--- src/rtl/signal_switch_sequencer_if.sv ---
// Source-selection bus: sample inputs, configuration and registered output.
// Optional switch_count appears only when SIGNAL_SWITCH_STATS_EN is defined.
`default_nettype none

interface signal_switch_sequencer_if #(
  parameter int DATA_WIDTH  = 16,
  parameter int DWELL_WIDTH = 24,
  parameter int BLANK_WIDTH = 8
);
  logic [DATA_WIDTH-1:0]  a;
  logic [DATA_WIDTH-1:0]  b;
  logic                   cfg_auto;
  logic [DWELL_WIDTH-1:0] cfg_dwell;
  logic [BLANK_WIDTH-1:0] cfg_blank;
  logic                   sel_req;
  logic [DATA_WIDTH-1:0]  y;
  logic                   y_valid;
  logic                   sel;
  logic                   busy;
`ifdef SIGNAL_SWITCH_STATS_EN
  logic [15:0]            switch_count;
`endif

  modport master (
    output a, b, cfg_auto, cfg_dwell, cfg_blank, sel_req,
`ifdef SIGNAL_SWITCH_STATS_EN
    input  switch_count,
`endif
    input  y, y_valid, sel, busy
  );

  modport slave (
    input  a, b, cfg_auto, cfg_dwell, cfg_blank, sel_req,
`ifdef SIGNAL_SWITCH_STATS_EN
    output switch_count,
`endif
    output y, y_valid, sel, busy
  );
endinterface

`default_nettype wire

--- src/rtl/signal_switch_sequencer.sv ---
// ============================================================================
// signal_switch_sequencer: A/B source select with zero-output blanking gap
// on every switch; manual or dwell-timed automatic alternation.
// Optional macro SIGNAL_SWITCH_STATS_EN adds a saturating switch_count.
// Revision: 1.0
// ============================================================================
`default_nettype none

module signal_switch_sequencer #(
  parameter int DATA_WIDTH  = 16,
  parameter int DWELL_WIDTH = 24,
  parameter int BLANK_WIDTH = 8
) (
  input  wire                      aclk,
  input  wire                      aresetn,
  signal_switch_sequencer_if.slave bus
);

  typedef enum logic [0:0] {
    ST_HOLD  = 1'b0,
    ST_BLANK = 1'b1
  } state_t;

  state_t                 state, state_next;
  logic                   sel_reg, sel_next;
  logic [DATA_WIDTH-1:0]  y_reg, y_next;
  logic                   y_valid_reg, y_valid_next;
  logic                   busy_reg, busy_next;
  logic [DWELL_WIDTH-1:0] dwell_cnt, dwell_next;
  logic [BLANK_WIDTH-1:0] blank_cnt, blank_cnt_next;
  logic [BLANK_WIDTH-1:0] blank_len, blank_len_next;

  logic manual_hit;
  logic auto_hit;
  logic switch_req;

  // >= rather than == so a lowered cfg_dwell takes effect on the next cycle
  assign manual_hit = !bus.cfg_auto && (bus.sel_req != sel_reg);
  assign auto_hit   = bus.cfg_auto && (bus.cfg_dwell != '0) &&
                      (dwell_cnt >= (bus.cfg_dwell - DWELL_WIDTH'(1)));
  assign switch_req = manual_hit || auto_hit;

  always_ff @(posedge aclk or negedge aresetn) begin
    if (!aresetn) begin
      state       <= ST_HOLD;
      sel_reg     <= 1'b0;
      y_reg       <= '0;
      y_valid_reg <= 1'b0;
      busy_reg    <= 1'b0;
      dwell_cnt   <= '0;
      blank_cnt   <= '0;
      blank_len   <= '0;
    end else begin
      state       <= state_next;
      sel_reg     <= sel_next;
      y_reg       <= y_next;
      y_valid_reg <= y_valid_next;
      busy_reg    <= busy_next;
      dwell_cnt   <= dwell_next;
      blank_cnt   <= blank_cnt_next;
      blank_len   <= blank_len_next;
    end
  end

  always_comb begin
    state_next     = state;
    sel_next       = sel_reg;
    y_next         = y_reg;
    y_valid_next   = y_valid_reg;
    busy_next      = busy_reg;
    dwell_next     = dwell_cnt;
    blank_cnt_next = blank_cnt;
    blank_len_next = blank_len;

    case (state)
      ST_HOLD: begin
        if (switch_req) begin
          state_next     = ST_BLANK;
          y_next         = '0;
          y_valid_next   = 1'b0;
          busy_next      = 1'b1;
          blank_cnt_next = '0;
          dwell_next     = '0;
          // Gap length is frozen here; later cfg_blank edits wait for the next switch
          blank_len_next = (bus.cfg_blank == '0) ? BLANK_WIDTH'(1) : bus.cfg_blank;
        end else begin
          y_next       = sel_reg ? bus.b : bus.a;
          y_valid_next = 1'b1;
          busy_next    = 1'b0;
          if (!bus.cfg_auto) begin
            dwell_next = '0;
          end else if (dwell_cnt != '1) begin
            dwell_next = dwell_cnt + DWELL_WIDTH'(1);
          end
        end
      end

      ST_BLANK: begin
        y_next       = '0;
        y_valid_next = 1'b0;
        if (blank_cnt == (blank_len - BLANK_WIDTH'(1))) begin
          state_next   = ST_HOLD;
          sel_next     = ~sel_reg;
          busy_next    = 1'b0;
          y_next       = sel_reg ? bus.a : bus.b;
          y_valid_next = 1'b1;
        end else begin
          blank_cnt_next = blank_cnt + BLANK_WIDTH'(1);
        end
      end

      default: begin
        state_next = ST_HOLD;
      end
    endcase
  end

  assign bus.y       = y_reg;
  assign bus.y_valid = y_valid_reg;
  assign bus.sel     = sel_reg;
  assign bus.busy    = busy_reg;

`ifdef SIGNAL_SWITCH_STATS_EN
  logic [15:0] switch_count_reg;
  logic        switch_done;

  assign switch_done = (state == ST_BLANK) && (state_next == ST_HOLD);

  always_ff @(posedge aclk or negedge aresetn) begin
    if (!aresetn) begin
      switch_count_reg <= '0;
    end else if (switch_done && (switch_count_reg != 16'hFFFF)) begin
      switch_count_reg <= switch_count_reg + 16'd1;
    end
  end

  assign bus.switch_count = switch_count_reg;
`endif

endmodule

`default_nettype wire

--- src/flat_wrapper.sv ---
// flat-port wrapper written by rule: the top's interface ports become plain ports
module signal_switch_sequencer_flat 
#(
  parameter int DATA_WIDTH  = 16,
  parameter int DWELL_WIDTH = 24,
  parameter int BLANK_WIDTH = 8
)
  (aclk, aresetn, bus_a, bus_b, bus_cfg_auto, bus_cfg_dwell, bus_cfg_blank, bus_sel_req, bus_y, bus_y_valid, bus_sel, bus_busy);
  signal_switch_sequencer_if #(.DATA_WIDTH(DATA_WIDTH), .DWELL_WIDTH(DWELL_WIDTH), .BLANK_WIDTH(BLANK_WIDTH)) bus_i ();
  input  wire aclk;
  input  wire aresetn;
  input wire logic [$bits(bus_i.a)-1:0] bus_a;
  input wire logic [$bits(bus_i.b)-1:0] bus_b;
  input wire logic [$bits(bus_i.cfg_auto)-1:0] bus_cfg_auto;
  input wire logic [$bits(bus_i.cfg_dwell)-1:0] bus_cfg_dwell;
  input wire logic [$bits(bus_i.cfg_blank)-1:0] bus_cfg_blank;
  input wire logic [$bits(bus_i.sel_req)-1:0] bus_sel_req;
  output wire logic [$bits(bus_i.y)-1:0] bus_y;
  output wire logic [$bits(bus_i.y_valid)-1:0] bus_y_valid;
  output wire logic [$bits(bus_i.sel)-1:0] bus_sel;
  output wire logic [$bits(bus_i.busy)-1:0] bus_busy;
  assign bus_i.a = bus_a;
  assign bus_i.b = bus_b;
  assign bus_i.cfg_auto = bus_cfg_auto;
  assign bus_i.cfg_dwell = bus_cfg_dwell;
  assign bus_i.cfg_blank = bus_cfg_blank;
  assign bus_i.sel_req = bus_sel_req;
  assign bus_y = bus_i.y;
  assign bus_y_valid = bus_i.y_valid;
  assign bus_sel = bus_i.sel;
  assign bus_busy = bus_i.busy;
  signal_switch_sequencer #(.DATA_WIDTH(DATA_WIDTH), .DWELL_WIDTH(DWELL_WIDTH), .BLANK_WIDTH(BLANK_WIDTH)) u_core (.aclk(aclk), .aresetn(aresetn), .bus(bus_i));
endmodule
--- config.mk ---
export PLATFORM = sky130hd
export DESIGN_NAME = signal_switch_sequencer_flat
export DESIGN_NICKNAME = d
export VERILOG_FILES = /design/src/rtl/signal_switch_sequencer_if.sv /design/src/rtl/signal_switch_sequencer.sv /design/src/flat_wrapper.sv
export SDC_FILE = /design/constraint.sdc
export NUM_CORES = 1
export LEC_CHECK = 0
export ABC_AREA = 1
export CAP_MARGIN = 20
export CORE_MARGIN = 10
export CORE_UTILIZATION = 55
export CTS_BUF_LIST = sky130_fd_sc_hd__clkbuf_8
export DETAILED_ROUTE_END_ITERATION = 16
export PLACE_DENSITY = 0.83
export SYNTH_ARGS = -nofsm -noshare
export SYNTH_HDL_FRONTEND = slang
export SYNTH_SLANG_ARGS = --single-unit
--- constraint.sdc ---
create_clock -name aclk -period 2.1 [get_ports aclk]
set_input_delay 0.21 -clock aclk [delete_from_list [all_inputs] [get_ports aclk]]
set_output_delay 0.21 -clock aclk [all_outputs]
set_load 0.05 [all_outputs]
==> impl_metrics.yaml, run 1 <==
floorplan:
  initial_core_util: 0.5622
  dieHeight_um: 114.0
  dieArea_um2: 12980
  io_pins: 87
  core_area_um2: 8636
  die_w_um: 114.0
  rows: 34
sta:
  final.setup.worst_slack_ps: -772.9
  maxSlewViolCount: 0
  fin_crit_sh: 1.368
  tightest_slew_ps: 716.1
  fmax_ghz: 0.3481
  fin_crit_ps: 2873
  rsz0062_at_grt: "true"
  finalHoldViolCount: 0
  setup_violations: 59
  skew_ps: 13.73
  relSlewSlack: 0.5221
hold_path:
  hold_class: "in -> async"
synthesis:
  synth_top_area_frac: 0.3093
  async_reset_ff_frac: 1.000
  synth_ff_type: "dfrtp_1"
  ys_warn_count: 0
  avgSynthCellArea_um2: 6.752
  synthDistinctLibCells: 41
  synth_cells: 719
  synth_seq_area_share: 0.3093
  ys_seq_elements: 60
  synthesis.area_um2: 4855
  synth_nets: 815
  yosys-top-cells-area: "dfrtp_1, nand2_1, ha_1, nor2_1, inv_1"
  yosys.area.top_type: "dfrtp_1"
  synth_edf_count: 0
placement:
  place.gp.congestion: 0.9198
  dp_hpwl_um: 10380
  io_buffer_count: 86
  post-place-ws_ps: -1422
  placed_cells: 960
  placed_area_um2: 6366
detailed_routing:
  firstDrtPassIters: 5
  routedWlPerCell_um: 15.63
  drtAntennaViolNets: 0
  route.detailed.drc: 0
  vias: 5497
  viasPerCell: 5.481
  drt_iter0_markers: 414
  totalWireLength_um: 15670
clocking:
  cts.sinks: 60
  cts_buffers: 9
  cts_tree: "built"
  ctsHtreeMaxLevel: 3
  root_buffer: "clkbuf_8"
  clk_path_buf_depth: 2
  clkTransAtPathRegs_ps: 80
  clock_latency_ps: 340
power_and_ir_drop:
  leakagePower_nw: 3.485
  total_power_mw: 5.689
  power_density_nw_per_um2: 799.0
  ir_drop_uv: 547.3
setup_path:
  cp-end-kind: "flop"
  startpoint: "bus_cfg_dwell[1]"
  reg2reg_from: "u_core.dwell_cnt[21]"
  path_max_fanout: 6
  worstPathRequired_ps: 2370
  arrival_ps: 3140
  start_kind: "primary input"
  crit_type: "in -> reg"
layout:
  syn_to_final_growth_pct: 46.68
  fin_util: 0.8245
  largest_register_ffs: 24
  stdcell_count: 1003
  diodes: 0
  nFillCells: 535
  final_net_count: 986
  finalInstanceArea_um2: 7121
  drive_above_1_share: 0.2592
status:
  outcome: "complete, but fails checks"
  violations: "negative setup slack"
global_routing:
  antenna_found_initial: 0
  grt_pass1_vias: 5333
  grt_pass1_wl_um: 24160
  grt_usage: 0.2214
  grt_overflow_total: 0
  grt_max_degree: 65
run:
  cap_violations: 0
cells in the final DEF, fill, tap and decap left out, types with 3 or more instances in the layout:
| cell | instances |
|---|---|
| a21oi_1 | 8 |
| a21oi_2 | 4 |
| buf_12 | 3 |
| buf_4 | 79 |
| buf_6 | 7 |
| clkbuf_8 | 11 |
| clkdlybuf4s50_1 | 69 |
| clkinvlp_4 | 3 |
| dfrtp_1 | 60 |
| dlygate4sd2_1 | 10 |
| ha_1 | 24 |
| ha_4 | 3 |
| inv_1 | 58 |
| inv_2 | 15 |
| nand2_1 | 201 |
| nand2_2 | 37 |
| nand2_4 | 14 |
| nand3_1 | 16 |
| nand3_2 | 5 |
| nand3_4 | 4 |
| nand3b_1 | 4 |
| nand4_1 | 23 |
| nor2_1 | 67 |
| nor2_2 | 14 |
| nor2_4 | 6 |
| nor3_1 | 8 |
| nor3_2 | 3 |
| o21ai_0 | 33 |
| o21ai_1 | 18 |
| o21ai_2 | 5 |
| or2_1 | 3 |
| xnor2_1 | 21 |
| xor2_1 | 22 |
power by group:
part | internal [mW] | switching [mW]
Sequential | 1.44 | 0.301
Combinational | 1.13 | 1.86
Clock | 0.492 | 0.470
per-layer routing:
| layer | vias to the layer above | track usage | part of all wire |
|---|---|---|---|
| met5 | - | 0 | 0 |
| met1 | 2553 | 0.2594 | 0.41 |
| li1 | 2642 | - | - |
| met2 | 256 | 0.3721 | 0.47 |
| met3 | 46 | 0.06562 | 0.088 |
| met4 | 0 | 0.08521 | 0.026 |
metrics by stage:
stage          hold slack (ps)  TNS [ps]
2_1_floorplan           -85.59    -31690
3_3_place_gp             104.9    -75380
3_5_place_dp             114.9    -80460
4_1_cts                  285.1    -29670
5_1_grt                  327.7    -53730
6_report                 308.9    -42590
cell type report:
type,count,area [um^2],area share
clock buffer,11,151.4,0.02126
clock inverter,5,36.28,0.005096
inverter,78,330.3,0.04639
multi-input combinational,567,3396,0.4769
sequential,60,1501,0.2109
tap,108,135.1,0.01898
timing repair buffer,173,1562,0.2193
timing repair inverter,1,8.758,0.001230
cell families (layout without fill, tap and decap cells):
kind of cell / Yosys count / count (layout) / synth area share
simple gates: 412 / 417 / 0.3719
buf+inv: 97 / 268 / 0.08093
flops: 60 / 60 / 0.3093
mux: 1 / 1 / 0.002062
fa+ha+maj: 28 / 28 / 0.07217
xor+xnor: 45 / 45 / 0.08118
compound gates: 76 / 76 / 0.08247
critical path: stages:
cell and delay [ps]:
buf_8 110, buf_6 120, inv_12 50, ha_4 140, nand2_4 60, nor3_4 190
nand3_2 150, nor2_4 140, nand2_2 80, nor2_4 110, nand3_2 80, xor2_1 200
ha_1 280, nand2_2 80, nor2_1 50, nor2_1 110, nand2_1 80, a21oi_2 110
nand2_2 120, nand2_4 130, nand3_4 190, nand2_4 190, nand2_1 90, nand2_1 60
cells in the mapped netlist, drive strengths merged (2+ instances only):
library cell and count:
nand2 249, nor2 88, inv 76, dfrtp 60, o21ai 56, ha 28
nand3 25, nand4 23, xor2 23, xnor2 22, nor3 13, a21oi 12
clkbuf 10, buf 9, or2 6, nand3b 4, a21o 2, clkinv 2
nor4 2, o21a 2, o22ai 2
path summary, 6_finish.rpt:
path,slack [ps],end,cells past startpoint
worst max register to register,-100,u_core.dwell_cnt[14],12
worst min register to register,490,u_core.bus.busy,2
worst min-delay path,310,u_core.blank_cnt[6],2
max in group asynchronous,1230,u_core.bus.y[13],3
min in group aclk,430,u_core.blank_len[6],3
worst max-delay path,-770,u_core.dwell_cnt[14],24
what timing repair did:
item                                    4_1_cts  5_1_grt
resized for setup                            78       59
hold buffers                                  1        0
pin swaps                                    47       34
endpoints found under the hold margin        11        0
setup buffers                                14        8
gates cloned                                  6        0
endpoints found under the setup margin       59       60
(Power assumes the default switching activity.)
==> run 2, diff against run 1 <==
CORE_ASPECT_RATIO = 1.25   (was default)
CTS_CLUSTER_DIAMETER = 200   (was default)
TNS_END_PERCENT = 50   (was default)
==> run 2 against run 1 <==
  * The flow still finishes with violations (negative setup slack)
  * Critical path depth is the same
  * Via count decreased by 2.6%
  * Maximum frequency increased by 4.6%
  * Non-clock buffer count shrank 2
  * Routed wire length is 4.9% lower
  * Sequential share of layout area rose by 0.23 points
  * Global-route usage grew 0.30 points
  * Sequential power hardly changed
  * Clock-buffer cell count is the same
  * Combinational power decreased by 5%
  * Total power decreased by 3.6%
  * First-iteration DRC count fell by 6.5%
  * Critical endpoint is now u_core.bus.y[11]
  * Largest power group unchanged
==> impl_metrics.yaml, run 2 (synthesized netlist as in run 1, its figures left out) <==
status:
  outcome: "complete, but fails checks"
  violations: "negative setup slack"
global_routing:
  grt_max_degree: 65
  grt_pass1_wl_um: 24830
  antenna_found_initial: 0
  grt_usage: 0.2245
  grt_pass1_vias: 5553
  grt_overflow_total: 0
placement:
  placed_cells: 975
  place.gp.congestion: 0.8973
  io_buffer_count: 86
  dp_hpwl_um: 10450
layout:
  stdcell_count: 1010
  drive_above_1_share: 0.2348
  largest_register_ffs: 24
  layout_commonest_cell: "nand2_1"
  diodes: 0
  final_net_count: 982
  nFillCells: 580
  layout_common_cells: "nand2_1, buf_4, clkdlybuf4s50_1"
  syn_to_final_growth_pct: 45.10
floorplan:
  rows: 38
  dieHeight_um: 125.0
  die_w_um: 104.0
  io_pins: 87
  initial_core_util: 0.5610
  core_area_um2: 8653
  dieArea_um2: 13010
detailed_routing:
  drtAntennaViolNets: 0
  drt_iter0_markers: 387
  viasPerCell: 5.299
  route.detailed.drc: 0
  routedWlPerCell_um: 14.75
  vias: 5352
  firstDrtPassIters: 5
  totalWireLength_um: 14900
sta:
  rsz0062_at_grt: "true"
  setup_tns_ps: -35350
  setup_violations: 59
  finalHoldViolCount: 0
  skew_ps: 5.803
  final.setup.worst_slack_ps: -645.6
  relSlewSlack: 0.4942
  tightest_slew_ps: 757.9
  fin_crit_sh: 1.307
  maxSlewViolCount: 0
  fmax_ghz: 0.3642
  fin_crit_ps: 2746
power_and_ir_drop:
  power_density_nw_per_um2: 778.7
  leakagePower_nw: 3.492
  ir_drop_uv: 1003
clocking:
  cts_buffers: 9
  clk_path_buf_depth: 2
  cts_tree: "built"
  cts.sinks: 60
  clock_latency_ps: 340
  root_buffer: "clkbuf_8"
  clkTransAtPathRegs_ps: 70
  ctsHtreeMaxLevel: 3
run:
  cap_violations: 0
setup_path:
  cpMostUsedCell: "nor2_4"
  slowest_stage: "ha_1"
  cp.buffers_inverters: 6
  max_stage_delay_ps: 250
  arrival_ps: 3010
  path_max_fanout: 8
  crit_type: "in -> reg"
  worstPathRequired_ps: 2360
  crit_chain: "buf_8 -> inv_12 -> ha_4 -> nand2_4 -> nor3_4 -> nand3_2 -> nor2_4 -> nand2_2 -> nor2_4 -> buf_4 -> buf_4 -> xor2_1 -> ha_1 -> nand2_1 -> nor2_4 -> nand3_2 -> inv_2 -> a21oi_2 -> nand2_2 -> nand2_4 -> nand3_4 -> inv_8 -> nand2_1 -> o21ai_1"
  cpLargestDelayFamily: "simple AND/OR/NAND/NOR gates"
  cp-end-kind: "flop"
  start_kind: "primary input"
hold_path:
  hold_class: "in -> async"
-- run 2: cell type report --
cell class / count / area, um^2 / share of cell area
Tap cell: 120 / 150.1 / 0.02131
Inverter: 78 / 325.3 / 0.04618
Timing Repair inverter: 1 / 11.26 / 0.001599
Sequential cell: 60 / 1501 / 0.2131
Clock buffer: 11 / 151.4 / 0.02149
Multi-Input combinational cell: 565 / 3354 / 0.4762
Timing Repair Buffer: 171 / 1533 / 0.2176
Clock inverter: 4 / 17.52 / 0.002487
-- run 2: stage by stage --
step | area [um^2] | power, mW | worst slack [ps] | hold WS, ps | util
6_report | 7044 | 5.486 | -645.6 | 423.5 | 0.8141
5_1_grt | 7044 | 5.897 | -832.6 | 431.0 | 0.8141
4_1_cts | 6898 | 5.393 | -542.1 | 415.9 | 0.7971
3_5_place_dp | 6391 | 4.293 | -1566 | 269.2 | 0.7386
3_3_place_gp | 6391 | 4.168 | -1392 | 265.6 | 0.7386
2_1_floorplan | 4955 | 3.501 | -582.9 | -85.59 | -
-- run 2: worst reg2reg max path, delay by kind of cell (launching register included) --
kind | cells | cell delay [ps]
fa+ha+maj | 1 | 260
buf+inv | 1 | 140
flops | 1 | 420
simple gates | 9 | 1180
-- run 2: power breakdown --
part | switching [mW] | internal [mW]
clock network | 0.443 | 0.473
registers | 0.278 | 1.44
logic | 1.76 | 1.09
total | 2.48 | 3.00
-- run 2: path summary, 6_finish.rpt --
check                                    start                   end  slack [ps]  cells past startpoint
hold reg to reg                u_core.bus.busy       u_core.bus.busy         490                      2
hold / removal                         aresetn  u_core.dwell_cnt[14]         420                      2
setup / recovery              bus_cfg_dwell[0]      u_core.bus.y[11]        -650                     24
min in group aclk             bus_cfg_blank[3]   u_core.blank_len[3]         430                      3
max in group asynchronous              aresetn    u_core.bus.y_valid         970                      3
setup reg to reg           u_core.dwell_cnt[0]  u_core.dwell_cnt[14]         -10                     11
-- run 2: layer usage --
| metal | part of all wire | GRT usage |
|---|---|---|
| met5 | 0 | 0 |
| met4 | 0.042 | 0.1157 |
| met3 | 0.065 | 0.05139 |
| met2 | 0.52 | 0.4096 |
| met1 | 0.38 | 0.2351 |
-- run 2: timing repair --
| action | CTS | global route |
|---|---|---|
| setup buffers | 9 | 6 |
| hold buffers | 1 | 0 |
| resized for setup | 111 | 27 |
| endpoints found under the hold margin | 25 | 0 |
| endpoints found under the setup margin | 59 | 60 |
| pin swaps | 42 | 11 |
| cloned | 4 | 0 |
==> run 3, diff against run 2 <==
RECOVER_POWER = 100   (was default)
==> run 3 against run 2 <==
  * The run ends with max-capacitance violations, max-slew violations, negative setup slack left
  * Routed wire length about the same
  * Non-clock buffer count is the same
  * Sequential share of layout area barely moved
  * Register-to-register slack about the same
  * Critical path depth is the same
  * Clock-buffer cell count unchanged
  * Via count rose by 0.15%
  * Largest power group unchanged
  * Highest routed layer unchanged
==> impl_metrics.yaml, run 3 (synthesized netlist as in run 1, its figures left out) <==
sta:
  setup_violations: 59
  setup_tns_ps: -35300
  rsz0062_at_grt: "true"
  hold_slack_ps: 425.7
  relSlewSlack: -0.03444
  final.setup.worst_slack_ps: -644.7
  tightest_slew_ps: 1552
  fmax_ghz: 0.3643
  finalHoldViolCount: 0
  fin_crit_sh: 1.307
  fin_crit_ps: 2745
  skew_ps: 6.017
  maxSlewViolCount: 28
setup_path:
  crit_chain: "buf_8 -> inv_12 -> ha_4 -> nand2_4 -> nor3_4 -> nand3_2 -> nor2_4 -> nand2_2 -> nor2_4 -> buf_4 -> buf_4 -> xor2_1 -> ha_1 -> nand2_1 -> nor2_4 -> nand3_2 -> inv_2 -> a21oi_2 -> nand2_2 -> nand2_4 -> nand3_4 -> inv_8 -> nand2_1 -> o21ai_1"
  cp.buffers_inverters: 6
  worstPathRequired_ps: 2360
  arrival_ps: 3010
  startpoint: "bus_cfg_dwell[0]"
  cp-end-kind: "flop"
  cpMostUsedCell: "nor2_4"
  start_kind: "primary input"
  path_max_fanout: 8
  slowest_stage: "ha_1"
  cpLargestDelayFamily: "simple AND/OR/NAND/NOR gates"
  crit_type: "in -> reg"
  max_stage_delay_ps: 250
  reg2reg_from: "u_core.dwell_cnt[0]"
floorplan:
  initial_core_util: 0.5610
  dieHeight_um: 125.0
  core_area_um2: 8653
  io_pins: 87
  die_w_um: 104.0
  dieArea_um2: 13010
  rows: 38
hold_path:
  hold_class: "in -> reg"
  min-delay-start: "bus_cfg_blank[3]"
power_and_ir_drop:
  pwr-share-comb: 0.518
  p_clk_frac: 0.168
  total_power_mw: 5.450
  cell_internal_pwr_mw: 2.971
  ir_drop_uv: 989.7
  seqPwrFrac: 0.314
  netSwitchingFraction: 0.4548
  netSwitchingPower_mw: 2.478
  leakagePower_nw: 3.550
  power_density_nw_per_um2: 773.8
layout:
  nFillCells: 581
  drive_above_1_share: 0.2337
  syn_to_final_growth_pct: 45.08
  layout_common_cells: "nand2_1, buf_4, nor2_1"
  final-seq-area_um2: 1501
  finalInstanceArea_um2: 7043
  fin_util: 0.8139
  layout_commonest_cell: "nand2_1"
  stdcell_count: 1010
  multiInputGateArea_um2: 3354
  diodes: 0
  largest_register_ffs: 24
  final_net_count: 982
placement:
  placed_area_um2: 6391
  place.gp.congestion: 0.8973
  dp_hpwl_um: 10450
  placed_cells: 975
  io_buffer_count: 86
  post-place-ws_ps: -1566
detailed_routing:
  firstDrtPassIters: 5
  vias: 5360
  routedWlPerCell_um: 14.76
  totalWireLength_um: 14900
  drt_iter0_markers: 386
  route.detailed.drc: 0
  drtAntennaViolNets: 0
  viasPerCell: 5.307
clocking:
  ctsHtreeMaxLevel: 3
  clkTransAtPathRegs_ps: 60
  cts.sinks: 60
  clk_path_buf_depth: 2
  cts_buffers: 9
  clock_latency_ps: 340
  cts_tree: "built"
  root_buffer: "clkbuf_8"
global_routing:
  grt_overflow_total: 0
  grt_util_met2: 0.4096
  grt.met1_usage: 0.2351
  grt_busiest_layer: "met2"
  antenna_found_initial: 0
  grt_pass1_wl_um: 24830
  grtUsageMet3: 0.05139
  grt_pass1_vias: 5553
  grt_max_degree: 65
  grt_usage: 0.2245
status:
  outcome: "complete, but fails checks"
  violations: "max-capacitance violations, max-slew violations, negative setup slack"
run:
  cap_violations: 1
==> run 3: cell types whose count changed in the layout (fill, tap and decap cells not counted), sizes merged <==
| cell | before | now |
|---|---|---|
| dlygate4sd3 | 1 | 19 |
| clkbuf | 11 | 15 |
| clkdlybuf4s50 | 68 | 50 |
| buf | 90 | 86 |
==> run 3: routing by layer <==
| metal | up-vias | wire length, um |
|---|---|---|
| li1 | 2628 | - |
| met1 | 2455 | 5635 |
| met2 | 214 | 7674 |
| met3 | 63 | 974 |
| met4 | 0 | 619 |
| met5 | - | 0 |
==> run 3: repair_timing <==
| item | CTS | global route |
|---|---|---|
| gates resized for setup | 111 | 27 |
| endpoints found under the hold margin | 25 | 0 |
| setup buffers | 9 | 6 |
| gates cloned | 4 | 0 |
| setup endpoints to repair | 59 | 60 |
| pin swaps | 42 | 11 |
| hold buffers | 1 | 0 |
==> run 3: worst register-to-register path, stage by stage (launching register included) <==
cell	delay, ps
dfrtp_1	420
ha_1	260
nand3_4	130
nor2_8	150
nand4_1	220
nor2_1	240
nand3_1	110
nand2_1	130
nor2_4	70
buf_6	140
nand2_2	80
nand2_1	50
==> run 3: power groups by stage <==
| stage | clock, mW | combinational (mW) | sequential (mW) |
|---|---|---|---|
| final | 0.915 | 2.82 | 1.71 |
| after global routing | 0.982 | 3.12 | 1.76 |
| after CTS | 0.923 | 2.77 | 1.70 |
| after detailed placement | 0 | 2.57 | 1.72 |
| after global placement | 0 | 2.46 | 1.71 |
| after floorplan | 0 | 1.52 | 1.98 |
==> run 3: cell type report <==
type                       instances  share of cell area
clock buffer                      11             0.02150
clock inverter                     4            0.002487
inverter                          78             0.04619
multi-input combinational        565              0.4763
sequential                        60              0.2132
tap                              120             0.02132
timing repair buffer             171              0.2174
timing repair inverter             1            0.001599
==> run 3: path summary, 6_finish.rpt <==
check                                       end  slack (ps)  depth (start not counted)
min reg2reg                     u_core.bus.busy         490                          2
max                            u_core.bus.y[11]        -640                         24
max reg2reg                u_core.dwell_cnt[14]           0                         11
min in group asynchronous  u_core.dwell_cnt[14]         780                          2
max in group asynchronous    u_core.bus.y_valid         190                          3
min                         u_core.blank_len[3]         430                          3
